**config.mk**
```make
export PLATFORM = sky130hd
export DESIGN_NAME = inst_queue
export DESIGN_NICKNAME = d
export VERILOG_FILES = /design/src/rtl/inst_queue.sv
export SDC_FILE = /design/constraint.sdc
export NUM_CORES = 1
export LEC_CHECK = 0
export CORE_UTILIZATION = 58
export DETAILED_ROUTE_END_ITERATION = 10
export GPL_TIMING_DRIVEN = 0
export PLACE_DENSITY = 0.83
export SLEW_MARGIN = 25
export SYNTH_ARGS = -nofsm -noshare
export SYNTH_HDL_FRONTEND = slang
export SYNTH_SLANG_ARGS = --single-unit
```
**constraint.sdc**
```tcl
create_clock -name clk -period 9.8 [get_ports clk]
set_clock_uncertainty 0.05 [all_clocks]
set_input_delay 1.96 -clock clk [delete_from_list [all_inputs] [get_ports clk]]
set_output_delay 1.96 -clock clk [all_outputs]
set_load 0.1 [all_outputs]
```
**src/rtl/inst_queue.sv**
```systemverilog
// ---------------------------------------------------------------------------
// InstQueue: instruction fetch queue. It is a small circular buffer between
// the fetch stage and decode. It holds (fetch PC, instruction) pairs in order.
// With BYPASS=1, an empty queue passes its input straight to the output in the
// same cycle.
//
// Ports
//   clk          sole clock, rising edge
//   rst          synchronous active-high reset
//   flush        pipeline flush (exception / ertn / mispredict)
//   in_valid     upstream entry valid
//   in_data      upstream entry payload
//   in_allowin   queue can accept an entry this cycle
//   out_valid    head entry valid for downstream
//   out_data     head entry payload
//   out_allowin  downstream accepts this cycle
//   count        current occupancy
// ---------------------------------------------------------------------------
module inst_queue #(
  parameter int DEPTH  = 4,
  parameter int DATA_W = 64,
  parameter int BYPASS = 0
) (
  input  logic                       clk,
  input  logic                       rst,
  input  logic                       flush,
  input  logic                       in_valid,
  input  logic [DATA_W-1:0]          in_data,
  output logic                       in_allowin,
  output logic                       out_valid,
  output logic [DATA_W-1:0]          out_data,
  input  logic                       out_allowin,
  output logic [$clog2(DEPTH+1)-1:0] count
);

  localparam int PTR_W = $clog2(DEPTH);
  localparam int CNT_W = $clog2(DEPTH+1);
  localparam logic [CNT_W-1:0] FULL_CNT = CNT_W'(DEPTH);
  localparam bit BYPASS_EN = (BYPASS != 0);

  logic [DATA_W-1:0] r_mem [DEPTH];
  logic [PTR_W-1:0]  r_wrPtr;
  logic [PTR_W-1:0]  r_rdPtr;
  logic [CNT_W-1:0]  r_count;

  logic w_empty;
  logic w_full;
  logic w_push;
  logic w_pop;
  logic w_passThru;
  logic w_write;
  logic w_read;

  // The head is valid if the queue holds an entry. It is also valid when the
  // queue is empty and the bypass path forwards the incoming entry. Flush and
  // reset hide the head in their own cycle.
  always_comb begin
    w_empty    = (r_count == '0);
    w_full     = (r_count == FULL_CNT);
    out_valid  = (!w_empty || (BYPASS_EN && in_valid)) && !flush && !rst;
    out_data   = (BYPASS_EN && w_empty) ? in_data : r_mem[r_rdPtr];
    // A full queue still accepts an entry when the head leaves in the same
    // cycle. The new entry then lands in the slot that the head frees.
    in_allowin = !w_full || (out_allowin && out_valid);
    w_push     = in_valid && in_allowin && !flush;
    w_pop      = out_valid && out_allowin && !flush;
    // In bypass mode, an entry that is consumed in its arrival cycle passes
    // straight through. It never touches storage or the pointers.
    w_passThru = BYPASS_EN && w_empty && w_push && w_pop;
    w_write    = w_push && !w_passThru;
    w_read     = w_pop && !w_passThru;
  end

  // Storage is deliberately not reset. Stale contents are never observed,
  // because out_valid only reflects the occupancy.
  always_ff @(posedge clk) begin
    if (w_write && !rst) begin
      r_mem[r_wrPtr] <= in_data;
    end
  end

  // Pointer and occupancy bookkeeping. Reset and flush both return the queue
  // to empty. DEPTH is a power of two, so the pointers wrap naturally.
  always_ff @(posedge clk) begin
    if (rst || flush) begin
      r_wrPtr <= '0;
      r_rdPtr <= '0;
      r_count <= '0;
    end else begin
      if (w_write) begin
        r_wrPtr <= r_wrPtr + PTR_W'(1);
      end
      if (w_read) begin
        r_rdPtr <= r_rdPtr + PTR_W'(1);
      end
      case ({w_write, w_read})
        2'b10:   r_count <= r_count + CNT_W'(1);
        2'b01:   r_count <= r_count - CNT_W'(1);
        default: r_count <= r_count;
      endcase
    end
  end

  assign count = r_count;

endmodule

```
Word level (Yosys, flattened, before mapping)

Memories as Yosys holds them, arrays and structs flattened. A register that Yosys moved wholly into a read port is not among the register bits.
Index checks and enable logic that the tools add are counted.

Bits in writable memories: 256
Memories kept: 1
Logic and storage cells: 31
Bits in registers: 7
Input port bits: 69
Output and inout bits: 69

Reduce and logical (&&, ||, !) cells: 15
Equality and inequality tests: 3
Add/subtract/negate cells: 4
Multiplexer cells: 5

Memories:

| name  | words | bits a word | read ports | clocked after Yosys merged registers in | write ports | RTL line | source |
|---|---|---|---|---|---|---|---|
| r_mem | 4     | 64          | 1          | 1                                       | 1           | 41       | `logic [DATA_W-1:0] r_mem [DEPTH];` |

Operator list:

| operator                                                              | count |
|---|---|
| 1-bit logical AND                                                     | 7 |
| 3-bit case mux with 2 select lines                                    | 1 |
| 2-bit by 1-bit adder with 2-bit output, second input constant         | 2 |
| 1-bit zero test                                                       | 4 |
| 2-bit two-way mux                                                     | 2 |
| 3-bit by 1-bit adder with 3-bit output, second input constant         | 1 |
| 3-bit equality test, second input constant                            | 1 |
| 3-bit zero test                                                       | 1 |
| 3-bit by 1-bit subtractor with 3-bit output, second input constant    | 1 |
| 2-bit by 1-bit equality test with 1-bit output, second input constant | 1 |
| 2-bit equality test, second input constant                            | 1 |
| 1-bit logical OR                                                      | 2 |
| 1-bit two-way mux                                                     | 2 |
| 2-bit nonzero test                                                    | 1 |

Logic depth before layout (Yosys ltp)

Gate-level depths: netlist of the first run.

Depth in word-level cells: 11
Mapped depth: 10
Mapped depth without buffers: 9

Worst setup path before layout of the first run

OpenSTA, ideal clock, no wires.

Path kind: input to output
From: in flush
To: out out_valid
Data arrival time: 3.655 ns
Stages: 3
Required time: 7.790 ns
Buffers on the path: 1
Path slack: 4.135 ns
Path through: or2_2 -> clkbuf_1 -> nor2_1

Longest elaborated chain between the ends: 3

RTL lines:

| item                           | RTL line | source |
|---|---|---|
| start: declaration             | 26       | `input logic flush,` |
| 1-bit zero test                | 60       | `out_valid = (!w_empty \|\| (BYPASS_EN && in_valid)) && !flush && !rst;` |
| 1-bit logical AND (2 in a row) | 60       |  |
| end: declaration               | 30       | `output logic out_valid,` |

Every way passes these cells.

Worst setup path in the final report of the first run

From: in flush
To: out in_allowin

Longest elaborated chain between the ends: 5

RTL lines:

| item                           | RTL line | source |
|---|---|---|
| 1-bit zero test                | 60       |  |
| 1-bit logical AND (2 in a row) | 60       |  |
| 1-bit logical AND              | 64       | `in_allowin = !w_full \|\| (out_allowin && out_valid);` |
| 1-bit logical OR               | 64       |  |
| end: declaration               | 29       | `output logic in_allowin,` |

Every way passes these cells.

==> flow_summary.yaml, run 1 <==
power:
  internal-power_mw: 1.805
  switching_share_pct: 21.32
  seqPwrFrac_pct: 54.8
  ir_worst_vdd_mv: 0.1624
  total_switching_power_uw: 488.8
  p_per_area_mw_per_mm2: 187.6
  leakage_nw: 3.817
  p_comb_share_pct: 6.0
  pwr-share-clk_pct: 39.2
clock_tree:
  post_cts_resize_count: 0
  clkLatencyLatePin_ps: 520
  cts_inserted_buffers: 26
  number_of_setup_buffers_added_after_cts: 0
  cts_root_buf: "sky130_fd_sc_hd__clkbuf_16"
  clock_slew_seen_by_the_registers_of_the_worst_setup_and_hold_paths_ps: 60
  cts_max_level: 1
  cts_sink_count: 265
  holdBufCountCts: 0
  cts_tree: "done"
  maximum_clock_insertion_buffer_count: 3
worst_hold_path:
  tightest_hold_check_type: "reg2reg"
  hold_path.startpoint: "r_rdPtr[1]"
  hold_depth: 1
global_routing:
  grt_start_max_net_pins: 34
  vias_in_the_first_global_route: 5048
  grt_pass1_wl_um: 28260
  grt_remaining_overflow: 0
  initial_antenna_violation_count: 1
  globalRouteTotalUtil_pct: 21.84
setup_path:
  startpoint_type: "primary input"
  setup.worst_path.end_class: "output pin"
  timing.critical_path.arrival_ps: 4180
  regToRegSetupSlack_ps: 7420
  reg2regPathDepth: 9
  timing.rr.end: "count[2]"
  regToRegStartpoint: "count[1]"
  crit_fanout: 6
  critPathRequiredTime_ps: 7790
  criticalPathCategory: "in2out"
timing:
  timing.final.setup_violations: 0
  final_period_minus_worst_setup_slack_ps: 6188
  actual_transition_at_the_worst_max_transition_pin_ps: 1059
  timing.final.max_slew_violations: 0
  grt_setup_unrepaired: "no"
  setup_tns_ps: 0
  min_period_over_period_pct: 63.14
  slew-limit-headroom_pct: 29.17
  final-hold-violation-count: 0
  achievable-frequency_mhz: 161.6
finish:
  nets_final: 637
  layout_cells_sized_above_1_pct: 20.48
  design_area_mm2: 0.01223
  areaGrowthSynthToFinish_pct: 25.80
  antenna-diode-count: 0
synth:
  post-synth-top-area-cell: "sky130_fd_sc_hd__edfxtp_1"
  synth-seq-cells: 265
  synth_sequential_area_ratio_pct: 80.96
  yosysTopAreaCellShare_pct: 79.10
  synthesis.instances: 393
  synth.area.top_cells: "sky130_fd_sc_hd__edfxtp_1 79%, sky130_fd_sc_hd__mux4_2 15%, sky130_fd_sc_hd__dfxtp_1 1.9%, sky130_fd_sc_hd__ha_1 0.64%, sky130_fd_sc_hd__buf_2 0.36%"
  synthesis.nets: 468
  yosysWarningCount: 0
  netlist-cell-type-count: 25
  postSynthAreaPerCell_um2: 24.73
  mappedNetlistArea_mm2: 0.009718
floorplanning:
  initial_utilization_pct: 60.30
  number_of_top_level_design_ports: 138
  chip_height_um: 131.4
  number_of_core_rows: 46
  die_w_um: 131.4
  total_die_area_mm2: 0.01728
  fp.coreArea_mm2: 0.01612
route:
  wire_length_per_cell_after_detailed_routing_um: 22.80
  vias: 4545
  route.final.wire_length_um: 18170
  drt-vias-per-instance: 5.703
  final_antenna_net_count: 0
  detail_route.drc_violations: 0
  drtIter0Drc: 260
  drt-pass1-iter-count: 4
job:
  drv.max_cap_violation_count: 0
placement:
  globalplace.congestion: 0.6976
  dp_hpwl_um: 10790
  detailed_place.area_mm2: 0.01146
  portBuffers: 137
status:
  run_status: "completed"
## per-stage QoR
step	worst slack [ps]	util [%]	total power, mW	hold WS, ps	std cells
6_report	3612	75.86	2.293	407.8	797
5_1_grt	3514	75.86	2.363	452.3	797
4_1_cts	3619	75.86	2.310	413.4	797
3_5_place_dp	3629	71.11	1.419	403.1	750
3_3_place_gp	3416	70.49	1.413	393.3	746
2_1_floorplan	4135	-	1.358	380.0	393
## cell families after synthesis
family	after synthesis	share of synthesized area (%)
flip-flops	265	80.96
multiplexers	67	15.14
AO/OA/AOI/OAI	7	0.5279
adder cells (fa/ha/maj)	6	0.8498
AND/OR/NAND/NOR	24	1.326
buffers and inverters	22	1.017
XOR/XNOR	2	0.1803
## cell usage after synthesis
library cell,count
sky130_fd_sc_hd__a21oi_1,4
sky130_fd_sc_hd__a31oi_4,1
sky130_fd_sc_hd__and3_1,4
sky130_fd_sc_hd__buf_2,7
sky130_fd_sc_hd__buf_6,1
sky130_fd_sc_hd__clkbuf_1,8
sky130_fd_sc_hd__dfxtp_1,9
sky130_fd_sc_hd__edfxtp_1,256
sky130_fd_sc_hd__fa_1,1
sky130_fd_sc_hd__ha_1,5
sky130_fd_sc_hd__inv_1,6
sky130_fd_sc_hd__mux2i_1,3
sky130_fd_sc_hd__mux4_2,64
sky130_fd_sc_hd__nand2_1,5
sky130_fd_sc_hd__nand2b_2,1
sky130_fd_sc_hd__nand3_1,1
sky130_fd_sc_hd__nor2_1,7
sky130_fd_sc_hd__nor3_1,1
sky130_fd_sc_hd__nor3b_1,1
sky130_fd_sc_hd__o21ai_0,2
sky130_fd_sc_hd__or2_2,1
sky130_fd_sc_hd__or3_1,1
sky130_fd_sc_hd__or3_4,1
sky130_fd_sc_hd__or3b_1,1
sky130_fd_sc_hd__xor2_1,2
## area by class of cell
class / instances / area [um2]
plain buffers: 16 / 76.32
clock buffers: 34 / 701.9
clock inverters: 13 / 63.81
fillers: 846 / 3890
inverters: 6 / 22.52
multi-input cells: 106 / 1772
flip-flops and latches: 265 / 7868
well taps: 216 / 270.3
repair buffers: 141 / 1451
## layout by cell type, fill, tap and decap left out, types with 2 or more instances in the layout
cell	instances
sky130_fd_sc_hd__edfxtp_1	256
sky130_fd_sc_hd__dfxtp_1	9
sky130_fd_sc_hd__clkbuf_16	27
sky130_fd_sc_hd__inv_1	6
sky130_fd_sc_hd__clkinvlp_4	2
sky130_fd_sc_hd__clkdlybuf4s50_1	137
sky130_fd_sc_hd__clkinv_1	5
sky130_fd_sc_hd__nor2_1	7
sky130_fd_sc_hd__clkinv_2	6
sky130_fd_sc_hd__ha_1	5
sky130_fd_sc_hd__clkbuf_1	15
sky130_fd_sc_hd__mux4_2	64
sky130_fd_sc_hd__and3_4	4
sky130_fd_sc_hd__a21oi_1	4
sky130_fd_sc_hd__nand2_1	5
sky130_fd_sc_hd__mux2i_1	3
sky130_fd_sc_hd__buf_12	4
sky130_fd_sc_hd__o21ai_0	2
sky130_fd_sc_hd__xor2_1	2
sky130_fd_sc_hd__buf_2	7
## how the worst max path moves through the flow
stage | start | to | slack, ps | depth (start not counted)
2_1_floorplan | flush | out_valid | 4130 | 3
3_3_place_gp | flush | r_mem[2][23] | 3420 | 5
3_5_place_dp | flush | in_allowin | 3630 | 5
4_1_cts | flush | in_allowin | 3620 | 5
5_1_grt | flush | out_valid | 3510 | 5
6_report | flush | in_allowin | 3610 | 5
## critical path, cell delays in order
cell,delay (ps)
sky130_fd_sc_hd__clkdlybuf4s50_1,440
sky130_fd_sc_hd__or3b_1,400
sky130_fd_sc_hd__buf_6,150
sky130_fd_sc_hd__nand3_1,80
sky130_fd_sc_hd__clkdlybuf4s50_1,1140
## registers in the layout (all words and copies together), names as in the netlist, named ones only
register,count
count,3
r_mem,256
r_rdPtr,2
r_wrPtr,2
## power by group through the flow
stage                     Sequential (mW)  Combinational [mW]  Clock, mW
after CTS                            1.26               0.139      0.914
final                                1.26               0.138      0.899
after global routing                 1.26               0.143      0.962
after detailed placement             1.28               0.138          0
after floorplan                      1.28              0.0760          0
after global placement               1.28               0.132          0
## per-layer routing
metal / up-vias / track usage [%] / share of wire [%]
met2: 174 / 36.68 / 52
met5: - / 0 / 0.072
met1: 2339 / 29.03 / 40
met4: 2 / 5.879 / 1.4
met3: 26 / 5.131 / 6.1
li1: 2004 / - / -
Power figures use the tool's default switching activity.
==> run 2, diff against run 1 <==
- CORE_UTILIZATION: 58 -> 49
- PLACE_DENSITY: 0.83 -> 0.75
- clock period: 9.8 -> 5.41 ns (I/O delays scaled with it)
==> run 2 against run 1 <==
Power is 79% higher. Count of clock-buffer cells in the layout down 5. First-iteration DRC count decreased by 16%. Critical path type is now reg2out. Die area increased by 18%.
==> flow_summary.yaml, run 2 (synthesis gave the netlist of run 1 again) <==
route:
  drt-vias-per-instance: 5.322
  drt-pass1-iter-count: 4
  wire_length_per_cell_after_detailed_routing_um: 20.09
  drtIter0Drc: 219
  final_antenna_net_count: 0
  route.final.wire_length_um: 16970
  vias: 4497
  detail_route.drc_violations: 0
global_routing:
  grt_pass1_wl_um: 26000
  grt_remaining_overflow: 0
  vias_in_the_first_global_route: 4802
  grt_start_max_net_pins: 35
  initial_antenna_violation_count: 0
  globalRouteTotalUtil_pct: 17.12
finish:
  layout.cells.most_common: "sky130_fd_sc_hd__edfxtp_1"
  nets_final: 636
  n_fill_cell: 1327
  largest_register: "r_mem"
  antenna-diode-count: 0
  layout_cells_sized_above_1_pct: 20.00
  layout.cells.non_filler: 845
  design_area_mm2: 0.01226
  number_of_flip_flops_in_the_largest_register: 256
  most-common-layout-cells: "256 x sky130_fd_sc_hd__edfxtp_1, 137 x sky130_fd_sc_hd__clkdlybuf4s50_1, 64 x sky130_fd_sc_hd__mux4_2"
  areaGrowthSynthToFinish_pct: 26.19
timing:
  actual_transition_at_the_worst_max_transition_pin_ps: 1100
  slew-limit-headroom_pct: 26.43
  achievable-frequency_mhz: 218.1
  final-hold-violation-count: 0
  timing.final.max_slew_violations: 0
  min_period_over_period_pct: 84.74
  final_period_minus_worst_setup_slack_ps: 4585
  timing.final.setup_violations: 0
  grt_setup_unrepaired: "no"
status:
  run_status: "completed"
worst_hold_path:
  tightest_hold_check_type: "reg2reg"
clock_tree:
  cts_tree: "done"
  post_cts_resize_count: 0
  cts_root_buf: "sky130_fd_sc_hd__clkbuf_16"
  number_of_setup_buffers_added_after_cts: 0
  cts_max_level: 1
  maximum_clock_insertion_buffer_count: 3
  holdBufCountCts: 0
  clock_slew_seen_by_the_registers_of_the_worst_setup_and_hold_paths_ps: 60
  cts_inserted_buffers: 25
  cts_sink_count: 265
  clkLatencyLatePin_ps: 510
placement:
  dp_hpwl_um: 10390
  placed_cells_incl_taps: 799
  portBuffers: 137
  globalplace.congestion: 0.7119
  detailed_place.area_mm2: 0.01152
floorplanning:
  initial_utilization_pct: 49.93
  fp.coreArea_mm2: 0.01946
  number_of_top_level_design_ports: 138
  die_w_um: 142.8
  total_die_area_mm2: 0.02040
  chip_height_um: 142.8
  number_of_core_rows: 51
setup_path:
  setup.worst_path.end_class: "output pin"
  startpoint_type: "register"
  crit_fanout: 10
  critPathRequiredTime_ps: 4280
  criticalPathCategory: "reg2out"
  timing.critical_path.arrival_ps: 3450
power:
  seqPwrFrac_pct: 55.4
  p_per_area_mw_per_mm2: 334.9
  ir_worst_vdd_mv: 0.2651
  switching_share_pct: 20.86
  post-layout-total-power_mw: 4.106
  pwr-share-clk_pct: 38.5
  total_switching_power_uw: 856.5
  internal-power_mw: 3.250
  p_comb_share_pct: 6.0
  leakage_nw: 3.811
job:
  drv.max_cap_violation_count: 0
[run 2: changes by cell type in the layout (fill, tap and decap cells not counted)]
cell,change
sky130_fd_sc_hd__inv_6,+1
sky130_fd_sc_hd__clkinvlp_4,-2
sky130_fd_sc_hd__clkbuf_16,-2
sky130_fd_sc_hd__clkbuf_1,-3
sky130_fd_sc_hd__clkinv_2,-1
sky130_fd_sc_hd__bufinv_16,+1
sky130_fd_sc_hd__clkinv_1,+5
[run 2: stage by stage]
step	util, %	setup WS [ps]	setup TNS, ps	hold WS (ps)
after CTS	63.01	748.6	0	436.3
final	63.01	825.5	0	436.6
after global placement	58.68	-125.9	-30020	399.4
after floorplan	-	1500	0	380.0
after global routing	63.01	656.0	0	485.5
after detailed placement	59.20	990.2	0	417.0
[run 2: power groups by stage]
| stage | Sequential [mW] | Clock, mW | Combinational [mW] |
|---|---|---|---|
| final | 2.28 | 1.58 | 0.248 |
| after global routing | 2.28 | 1.71 | 0.258 |
| after CTS | 2.28 | 1.62 | 0.249 |
| after detailed placement | 2.32 | 0 | 0.249 |
| after global placement | 2.32 | 0 | 0.239 |
| after floorplan | 2.32 | 0 | 0.138 |
[run 2: worst paths after layout]
check,from,end,slack [ps],cells after the start
worst max-delay path,register,out_data[26],830,4
worst min-delay path,r_rdPtr[1],register,440,1
worst max register to register,count[1],count[2],3100,9
worst min register to register,r_rdPtr[1],register,440,1
[run 2: worst max-delay path, stage by stage (launching register included)]
cell and delay, ps:
sky130_fd_sc_hd__dfxtp_1 300, sky130_fd_sc_hd__clkbuf_1 550, sky130_fd_sc_hd__clkbuf_1 540, sky130_fd_sc_hd__mux4_2 320
sky130_fd_sc_hd__clkdlybuf4s50_1 1210
[run 2: cell type report]
type	count	area (um2)	area share (%)
multi-input cells	106	1772	14.45
clock inverters	17	101.3	0.8264
inverters	6	22.52	0.1837
well taps	265	331.6	2.704
plain buffers	16	76.32	0.6224
clock buffers	29	640.6	5.224
flip-flops and latches	265	7868	64.16
repair buffers	141	1451	11.84
[run 2: per-layer routing]
layer | up-vias | global-route usage (%) | share of wire (%)
li1 | 2002 | - | -
met1 | 2349 | 22.19 | 42
met2 | 120 | 29.98 | 52
met3 | 26 | 2.884 | 4.7
met4 | 0 | 4.697 | 1.7
met5 | - | 0 | 0
==> run 3, diff against run 2 <==
- CORE_UTILIZATION: 49 -> 54
- PLACE_DENSITY: 0.75 -> 0.78
- clock period: 5.41 -> 4.55 ns (I/O delays scaled with it)
==> run 3 against run 2 <==
Power is 24% higher. Hold slack worse by 20 ps. Utilization is 7.7 points higher. First-iteration DRC count rose by 3.2%. Combinational power is 19% higher. Critical endpoint is now out_data[2]. Largest cell class unchanged.
==> flow_summary.yaml, run 3 (synthesis gave the netlist of run 1 again) <==
clock_tree:
  cts_root_buf: "sky130_fd_sc_hd__clkbuf_16"
  cts_inserted_buffers: 26
  holdBufCountCts: 0
  cts_tree: "done"
  cts_sink_count: 265
  maximum_clock_insertion_buffer_count: 3
  clkLatencyLatePin_ps: 500
  post_cts_resize_count: 0
  number_of_setup_buffers_added_after_cts: 0
  cts_max_level: 1
  clock_slew_seen_by_the_registers_of_the_worst_setup_and_hold_paths_ps: 60
placement:
  portBuffers: 137
  dp_slack_ps: 483.8
  detailed_place.area_mm2: 0.01148
  dp_hpwl_um: 10330
  globalplace.congestion: 0.7111
global_routing:
  vias_in_the_first_global_route: 4737
  globalRouteMet1Util_pct: 24.42
  grt_remaining_overflow: 0
  initial_antenna_violation_count: 0
  global_route.usage.met2_pct: 32.04
  globalRouteTotalUtil_pct: 18.72
  top_usage_layer: "met2"
  grt_pass1_wl_um: 25610
  grt.met3_usage_pct: 4.362
  grt_start_max_net_pins: 41
power:
  leakage_nw: 3.860
  p_per_area_mw_per_mm2: 412.7
  post-layout-total-power_mw: 5.086
  ir_worst_vdd_mv: 0.3511
finish:
  layout.cells.most_common: "sky130_fd_sc_hd__edfxtp_1"
  number_of_flip_flops_in_the_largest_register: 256
  n_fill_cell: 1052
  most-common-layout-cells: "256 x sky130_fd_sc_hd__edfxtp_1, 137 x sky130_fd_sc_hd__clkdlybuf4s50_1, 64 x sky130_fd_sc_hd__mux4_2"
  layout.area.seq_mm2: 0.007868
  finalCoreUtilization_pct: 70.75
  areaGrowthSynthToFinish_pct: 26.81
  antenna-diode-count: 0
  design_area_mm2: 0.01232
  largest_register: "r_mem"
  nets_final: 637
  layout_cells_sized_above_1_pct: 21.00
  area_of_combinational_cells_with_multiple_inputs_mm2: 0.001772
setup_path:
  regToRegStartpoint: "count[1]"
  setup.worst_path.end_class: "output pin"
  criticalPathCategory: "reg2out"
  timing.critical_path.arrival_ps: 3360
  startpoint_type: "register"
  crit_fanout: 10
  critPathRequiredTime_ps: 3590
worst_hold_path:
  hold_path.startpoint: "r_rdPtr[1]"
  tightest_hold_check_type: "reg2reg"
route:
  final_antenna_net_count: 0
  detail_route.drc_violations: 0
  drt-pass1-iter-count: 5
  vias: 4497
  route.final.wire_length_um: 16960
  drt-vias-per-instance: 5.579
  drtIter0Drc: 226
  wire_length_per_cell_after_detailed_routing_um: 21.04
timing:
  grt_setup_unrepaired: "no"
  timing.final.setup_violations: 0
  timing.final.max_slew_violations: 0
  setup_tns_ps: 0
  slew-limit-headroom_pct: 31.27
  final_period_minus_worst_setup_slack_ps: 4321
  final-hold-violation-count: 0
  actual_transition_at_the_worst_max_transition_pin_ps: 1028
  pnr_worst_setup_slack_ps: 229.5
  min_period_over_period_pct: 94.96
  achievable-frequency_mhz: 231.5
status:
  run_status: "completed"
job:
  drv.max_cap_violation_count: 0
floorplanning:
  number_of_core_rows: 48
  number_of_top_level_design_ports: 138
  chip_height_um: 136.2
  fp.coreArea_mm2: 0.01742
  die_w_um: 136.2
  initial_utilization_pct: 55.80
  total_die_area_mm2: 0.01854
==> run 3: cell types whose count changed in the layout (fill, tap and decap cells not counted), moves of 2 or more <==
cell and change:
sky130_fd_sc_hd__bufinv_16 +2, sky130_fd_sc_hd__clkbuf_1 -2, sky130_fd_sc_hd__clkbuf_16 +2, sky130_fd_sc_hd__clkinv_1 -3, sky130_fd_sc_hd__clkinvlp_4 +2
==> run 3: critical path, stage by stage, from the launching register on <==
cell and delay, ps:
sky130_fd_sc_hd__dfxtp_1 300, sky130_fd_sc_hd__clkbuf_1 520, sky130_fd_sc_hd__clkbuf_1 540, sky130_fd_sc_hd__mux4_2 340
sky130_fd_sc_hd__clkdlybuf4s50_1 1150
==> run 3: routing by layer <==
layer  wire length (um)  vias to the layer above
met3               1070                       21
met5                  0                        -
met1               6861                     2328
met4                226                        0
li1                   -                     2004
met2               8798                      144
==> run 3: metrics by stage <==
stage	hold slack [ps]	std cells
floorplan	380.0	393
global placement	392.9	755
finish	416.8	806
CTS	414.8	806
global route	455.1	806
detailed placement	407.2	759
==> run 3: area by class of cell <==
type                    instances  area share (%)
flip-flops and latches        265           63.84
inverters                       6          0.1828
clock buffers                  29           5.544
clock inverters                18           1.310
plain buffers                  16          0.6194
repair buffers                141           11.84
well taps                     225           2.284
multi-input cells             106           14.38
==> run 3: path summary, 6_finish.rpt <==
path	to	slack [ps]	depth (start not counted)
worst max-delay path	out_data[2]	230	4
worst min-delay path	r_rdPtr[1]	420	1
worst max register to register	count[2]	2220	9
worst min register to register	r_rdPtr[1]	420	1
==> run 3: report_power, final <==
part	leakage (nW)	internal, mW	total, mW	switching, mW
combinational	1.06	0.103	0.294	0.191
clock	0.412	1.24	2.08	0.842
sequential	2.39	2.70	2.71	0.00648
